File: config.mk
export PLATFORM = sky130hd
export DESIGN_NAME = uart_rx_flat
export DESIGN_NICKNAME = d
export VERILOG_FILES = /design/src/rtl/uart_rx_if.sv /design/src/rtl/uart_rx.sv /design/src/flat_wrapper.sv
export SDC_FILE = /design/constraint.sdc
export NUM_CORES = 1
export LEC_CHECK = 0
export CAP_MARGIN = 20
export CORE_UTILIZATION = 35
export CTS_CLUSTER_SIZE = 12
export DETAILED_ROUTE_END_ITERATION = 8
export GPL_TIMING_DRIVEN = 0
export SKIP_CTS_REPAIR_TIMING = 1
export SYNTH_ARGS = -nofsm -noshare
export SYNTH_HDL_FRONTEND = slang
export SYNTH_SLANG_ARGS = --single-unit
File: constraint.sdc
create_clock -name clk_i -period 3.1 [get_ports clk_i]
set_input_delay 0.93 -clock clk_i [delete_from_list [all_inputs] [get_ports clk_i]]
set_output_delay 0.93 -clock clk_i [all_outputs]
set_load 0.01 [all_outputs]
File: src/rtl/uart_rx_if.sv
// Serial receive bus: the raw line and shared baud tick in, the recovered word and status out.
interface uart_rx_if;
    logic       rx_i;
    logic       sample_tick_i;
    logic [7:0] dout_o;
    logic       rx_done_tick_o;
    logic       frame_err_o;

    modport master (
        output rx_i,
        output sample_tick_i,
        input  dout_o,
        input  rx_done_tick_o,
        input  frame_err_o
    );

    modport slave (
        input  rx_i,
        input  sample_tick_i,
        output dout_o,
        output rx_done_tick_o,
        output frame_err_o
    );
endinterface

File: src/rtl/uart_rx.sv
// 16x-oversampled UART receiver: mid-bit sampling of start/data/stop, one-cycle done pulse
// with the right-justified word and a framing-error flag.
module uart_rx #(
    parameter int WordLength   = 8,
    parameter int StopBitTicks = 16
) (
    input logic      clk_i,
    input logic      rst_i,
    uart_rx_if.slave bus
);
    localparam logic [1:0] IDLE  = 2'd0;
    localparam logic [1:0] START = 2'd1;
    localparam logic [1:0] DATA  = 2'd2;
    localparam logic [1:0] STOP  = 2'd3;

    localparam logic [4:0] MidStart = 5'd7;
    localparam logic [4:0] BitLast  = 5'd15;
    localparam logic [4:0] StopLast = 5'(StopBitTicks - 1);
    localparam logic [2:0] LastBit  = 3'(WordLength - 1);
    localparam int         Pad      = 8 - WordLength;

    logic       rx_meta;
    logic       rx_sync;
    logic       rx_prev;
    logic [1:0] state;
    logic [4:0] tick_cnt;
    logic [2:0] bit_cnt;
    logic [7:0] shift_reg;
    logic       stop_bit;
    logic       stop_hit;
    logic [7:0] dout;
    logic       done;
    logic       ferr;

    // Bits shift in from the top, so a short word ends up left-justified and must be moved down.
    function automatic logic [7:0] justify(input logic [7:0] s);
        return s >> Pad;
    endfunction

    assign bus.dout_o         = dout;
    assign bus.rx_done_tick_o = done;
    assign bus.frame_err_o    = ferr;

    always_ff @(posedge clk_i) begin
        if (rst_i) begin
            rx_meta <= 1'b1;
            rx_sync <= 1'b1;
            rx_prev <= 1'b1;
        end else begin
            rx_meta <= bus.rx_i;
            rx_sync <= rx_meta;
            rx_prev <= rx_sync;
        end
    end

    always_ff @(posedge clk_i) begin
        if (rst_i) begin
            state    <= IDLE;
            tick_cnt <= 5'd0;
            bit_cnt  <= 3'd0;
            stop_hit <= 1'b0;
            dout     <= 8'h00;
            done     <= 1'b0;
            ferr     <= 1'b0;
        end else begin
            done     <= 1'b0;
            stop_hit <= 1'b0;
            if (stop_hit) begin
                dout <= justify(shift_reg);
                ferr <= ~stop_bit;
                done <= 1'b1;
            end
            case (state)
                IDLE: begin
                    // Edge-triggered arming keeps a held-low (break) line from re-arming.
                    if (rx_prev && !rx_sync) begin
                        tick_cnt <= 5'd0;
                        state    <= START;
                    end
                end
                START: begin
                    if (bus.sample_tick_i) begin
                        if (tick_cnt == MidStart) begin
                            if (!rx_sync) begin
                                state    <= DATA;
                                tick_cnt <= 5'd0;
                                bit_cnt  <= 3'd0;
                            end else begin
                                state <= IDLE;
                            end
                        end else begin
                            tick_cnt <= tick_cnt + 5'd1;
                        end
                    end
                end
                DATA: begin
                    if (bus.sample_tick_i) begin
                        if (tick_cnt == BitLast) begin
                            tick_cnt <= 5'd0;
                            if (bit_cnt == LastBit) begin
                                state <= STOP;
                            end else begin
                                bit_cnt <= bit_cnt + 3'd1;
                            end
                        end else begin
                            tick_cnt <= tick_cnt + 5'd1;
                        end
                    end
                end
                default: begin
                    if (bus.sample_tick_i) begin
                        if (tick_cnt == StopLast) begin
                            stop_hit <= 1'b1;
                            state    <= IDLE;
                        end else begin
                            tick_cnt <= tick_cnt + 5'd1;
                        end
                    end
                end
            endcase
        end
    end

    // Datapath registers carry no reset; they are only observed through the reset outputs.
    always_ff @(posedge clk_i) begin
        if (bus.sample_tick_i) begin
            if (state == DATA && tick_cnt == BitLast) begin
                shift_reg <= {rx_sync, shift_reg[7:1]};
            end
            if (state == STOP && tick_cnt == StopLast) begin
                stop_bit <= rx_sync;
            end
        end
    end
endmodule

File: src/flat_wrapper.sv
// flat-port wrapper written by rule: the top's interface ports become plain ports
module uart_rx_flat 
#(
    parameter int WordLength   = 8,
    parameter int StopBitTicks = 16
)
  (clk_i, rst_i, bus_rx_i, bus_sample_tick_i, bus_dout_o, bus_rx_done_tick_o, bus_frame_err_o);
  uart_rx_if bus_i ();
  input logic clk_i;
  input logic rst_i;
  input wire logic [$bits(bus_i.rx_i)-1:0] bus_rx_i;
  input wire logic [$bits(bus_i.sample_tick_i)-1:0] bus_sample_tick_i;
  output wire logic [$bits(bus_i.dout_o)-1:0] bus_dout_o;
  output wire logic [$bits(bus_i.rx_done_tick_o)-1:0] bus_rx_done_tick_o;
  output wire logic [$bits(bus_i.frame_err_o)-1:0] bus_frame_err_o;
  assign bus_i.rx_i = bus_rx_i;
  assign bus_i.sample_tick_i = bus_sample_tick_i;
  assign bus_dout_o = bus_i.dout_o;
  assign bus_rx_done_tick_o = bus_i.rx_done_tick_o;
  assign bus_frame_err_o = bus_i.frame_err_o;
  uart_rx #(.WordLength(WordLength), .StopBitTicks(StopBitTicks)) u_core (.clk_i(clk_i), .rst_i(rst_i), .bus(bus_i));
endmodule
==> summary.txt <==
CTS
  – Number of buffers created by CTS: 5
  – CTS root buf: clkbuf_8
  – Worst-skew pair later-pin latency: ~280 ps
  – Clock-pin slew on the worst setup and hold paths: 70 ps
  – Max Buffers Root-to-Sink: 2
  – H-tree level count: 2
  – Clk sink count: 33
  – TritonCTS clock tree: built

Logic synthesis
  – Post-synthesis cell count: 136
  – Biggest area consumer among synthesized cells: dfxtp_1
  – Register area share after synthesis: 51.7%
  – Post-Syn Area per Cell: 10.7 um2
  – Count of cell types in the netlist: 35
  – Synth top area share: 33.1%
  – Top post-synthesis cells by area: dfxtp_1 33%, edfxtp_1 19%, mux2i_1 5.5%
  – Ys Warns: 0
  – Area of the mapped netlist: 0.00145 mm2
  – Seq cells post-synth: 33
  – Synthesized net count: 146

Detailed routing
  – # DRC: 0
  – Post-DRT Antenna Nets: 0
  – First-pass detailed-route iteration total: 4
  – Average wire per standard cell: 13.9 um
  – Via density: between 5 and 6
  – First DRT Iteration DRCs: 53
  – DR vias: around 1100
  – Post-Route WL: around 2.9 mm

GRT
  – Global-route wire length before repair: approximately 4.9 mm
  – Initial antenna violation count: 0
  – Grt total ovfl: 0
  – Largest net degree at the start of global routing: 11
  – Vias in the first global route: 1053
  – All-Layer GR Usage: 15.1%

Critical path
  – Crit Path Max Fanout: 8
  – CP top delay family: compound AO/OA/AOI/OAI gates
  – CP Class: input pin to flip-flop
  – Type of origin of the critical path: input pin
  – Crit-path cells: clkdlybuf4s50_1 > a21bo_4 > a221o_1 > a311oi_1 > o31ai_1
  – Crit-path max cell delay: 600 ps
  – Worst setup EP type: flip-flop
  – Required @ worst endpoint: 3250 ps
  – Slowest CP cell: clkdlybuf4s50_1
  – Worst path arrival time: between 2000 and 3000 ps
  – WP buf/inv: 1

Placement
  – Number of port buffers: 13
  – Setup WS pre-CTS: 400 ps
  – Placed cells: 199
  – Detail Placement HPWL: 2.00 mm
  – Gpl congestion: roughly 0.85

Timing
  – Final period util: roughly four fifths
  – Tightest Pin Transition: 636 ps
  – RSZ-0062 raised after global routing: no
  – Worst rel slew slack: 57.6%
  – Layout Skew: 8.60 ps
  – Final Hold Viols: 0
  – Final worst slack: 649 ps
  – Tmin final: 2450 ps
  – Max Slew Vio Count: 0
  – Setup-failing EPs final: 0
  – Highest Clock Rate: 408 MHz
  – TNS Setup: 0 ps

Floorplan
  – Rows: 23
  – Chip width: ~66 um
  – Initial Util: 36.3%
  – Core Footprint: between 0.004 and 0.005 mm2
  – Die ar.: 0.00441 mm2
  – Chip height: 66.4 um
  – Top-Level Pins: 14

Power and ir drop
  – Power Density: 460 mW/mm2
  – Pleak: 0.584 nW
  – VDD IR max: 0.157 mV
  – Total power: 0.794 mW

Cells and area
  – Area Growth Syn to Fin: 19.0%
  – Fraction of layout cells with a size suffix above 1: 12.1%
  – Fill count: 375
  – Storage cell area: 751 um2
  – Antenna cells: 0
  – Nets@finish: 166
  – Finished Core Util: a little over two fifths
  – Multi-input gate area: between 600 and 700 um2
  – Finished Layout Cells: between 200 and 250

Run status
  – Outcome: finished, final reports clean

Hold path
  – Hold Crit Class: flip-flop to flip-flop

Run
  – Max Cap Viol: 0
-- power breakdown --
part           internal, mW  total [mW]  leakage (nW)  switching, mW
Sequential            0.444       0.448         0.275        0.00370
Clock                 0.155       0.308        0.0450          0.152
Combinational        0.0158      0.0385         0.265         0.0227
-- layout by cell type (no fill, tap or decap), drive strengths merged, types with 2 or more instances in the layout --
cell and count:
nor3 4, o21ai 2, a211oi 3, dfxtp 24, edfxtp 9, buf 2, ha 6, mux2i 8
nor2b 4, a311oi 2, o311ai 3, o31ai 2, nand2b 2, a21oi 12, or2 3, or3 2
inv 5, clkbuf 9, clkinv 2, nand3 3, nand2 8, nand4 5, clkdlybuf4s50 13, nor2 12
-- stage by stage --
| stage | instance area [um2] | hold WS [ps] |
|---|---|---|
| 5_1_grt | 1730 | 440 |
| 3_3_place_gp | 1640 | 401 |
| 4_1_cts | 1730 | 423 |
| 6_report | 1730 | 418 |
| 3_5_place_dp | 1640 | 403 |
| 2_1_floorplan | 1450 | 389 |
-- cells in the mapped netlist --
cell / number
a21oi_1: 11
nand2b_1: 2
and2b_1: 1
nand3_1: 3
o311ai_1: 3
inv_1: 5
a221oi_4: 1
or3_1: 2
nor2b_1: 4
and4bb_2: 1
and3_2: 1
buf_2: 2
edfxtp_1: 9
o2111ai_1: 1
o31ai_1: 2
a31o_2: 1
dfxtp_1: 24
and4b_1: 1
a21oi_2: 1
a21bo_4: 1
a221o_1: 1
a211oi_1: 3
nor2_1: 12
nor3b_2: 1
nand4b_1: 1
o21ai_0: 2
nand4bb_1: 1
a311oi_1: 2
nor3_1: 4
mux2i_1: 8
or2_2: 3
ha_1: 6
nand4_1: 5
clkbuf_1: 3
nand2_1: 8
-- area by class of cell --
| type | count | share of cell area [%] |
|---|---|---|
| Inverter | 5 | 1.09 |
| Clock inverter | 2 | 0.580 |
| Multi-Input combinational cell | 93 | 38.3 |
| Tap cell | 50 | 3.62 |
| Clock buffer | 6 | 4.20 |
| Timing Repair Buffer | 13 | 7.54 |
| Buffer | 5 | 1.23 |
| Sequential cell | 33 | 43.5 |
-- logic make-up after synthesis --
kind of cell	after synthesis	share of synthesized area [%]
buf+inv	10	2.76
mux	8	5.52
fa+ha+maj	6	5.17
compound gates	29	15.5
simple gates	50	19.3
flops	33	51.7
-- worst register-to-register path, cell delays in order, from the launching register on --
cell	delay, ps
dfxtp_1	340
ha_1	260
nand3_1	130
inv_1	70
ha_1	250
a21bo_4	250
a221o_1	420
a311oi_1	280
o31ai_1	100
-- per-layer routing --
metal / up-vias / part of all wire (%) / track usage (%) / routed length [um]
met3: 2 / 4.5 / 5.69 / 129
met4: 0 / 0.59 / 5.59 / 17
li1: 544 / - / - / -
met5: - / 0 / 0 / 0
met1: 553 / 49 / 19.0 / 1410
met2: 26 / 46 / 23.5 / 1320
-- final timing paths --
kind	startpoint	end	slack, ps	cells after the start
setup / recovery	bus_sample_tick_i	u_core.tick_cnt[3]	650	5
hold / removal	u_core.rx_meta	u_core.rx_sync	420	1
hold reg to reg	u_core.rx_meta	u_core.rx_sync	420	1
setup reg to reg	u_core.tick_cnt[0]	u_core.tick_cnt[3]	880	8
Note: power is estimated with default switching activity, not from simulation.
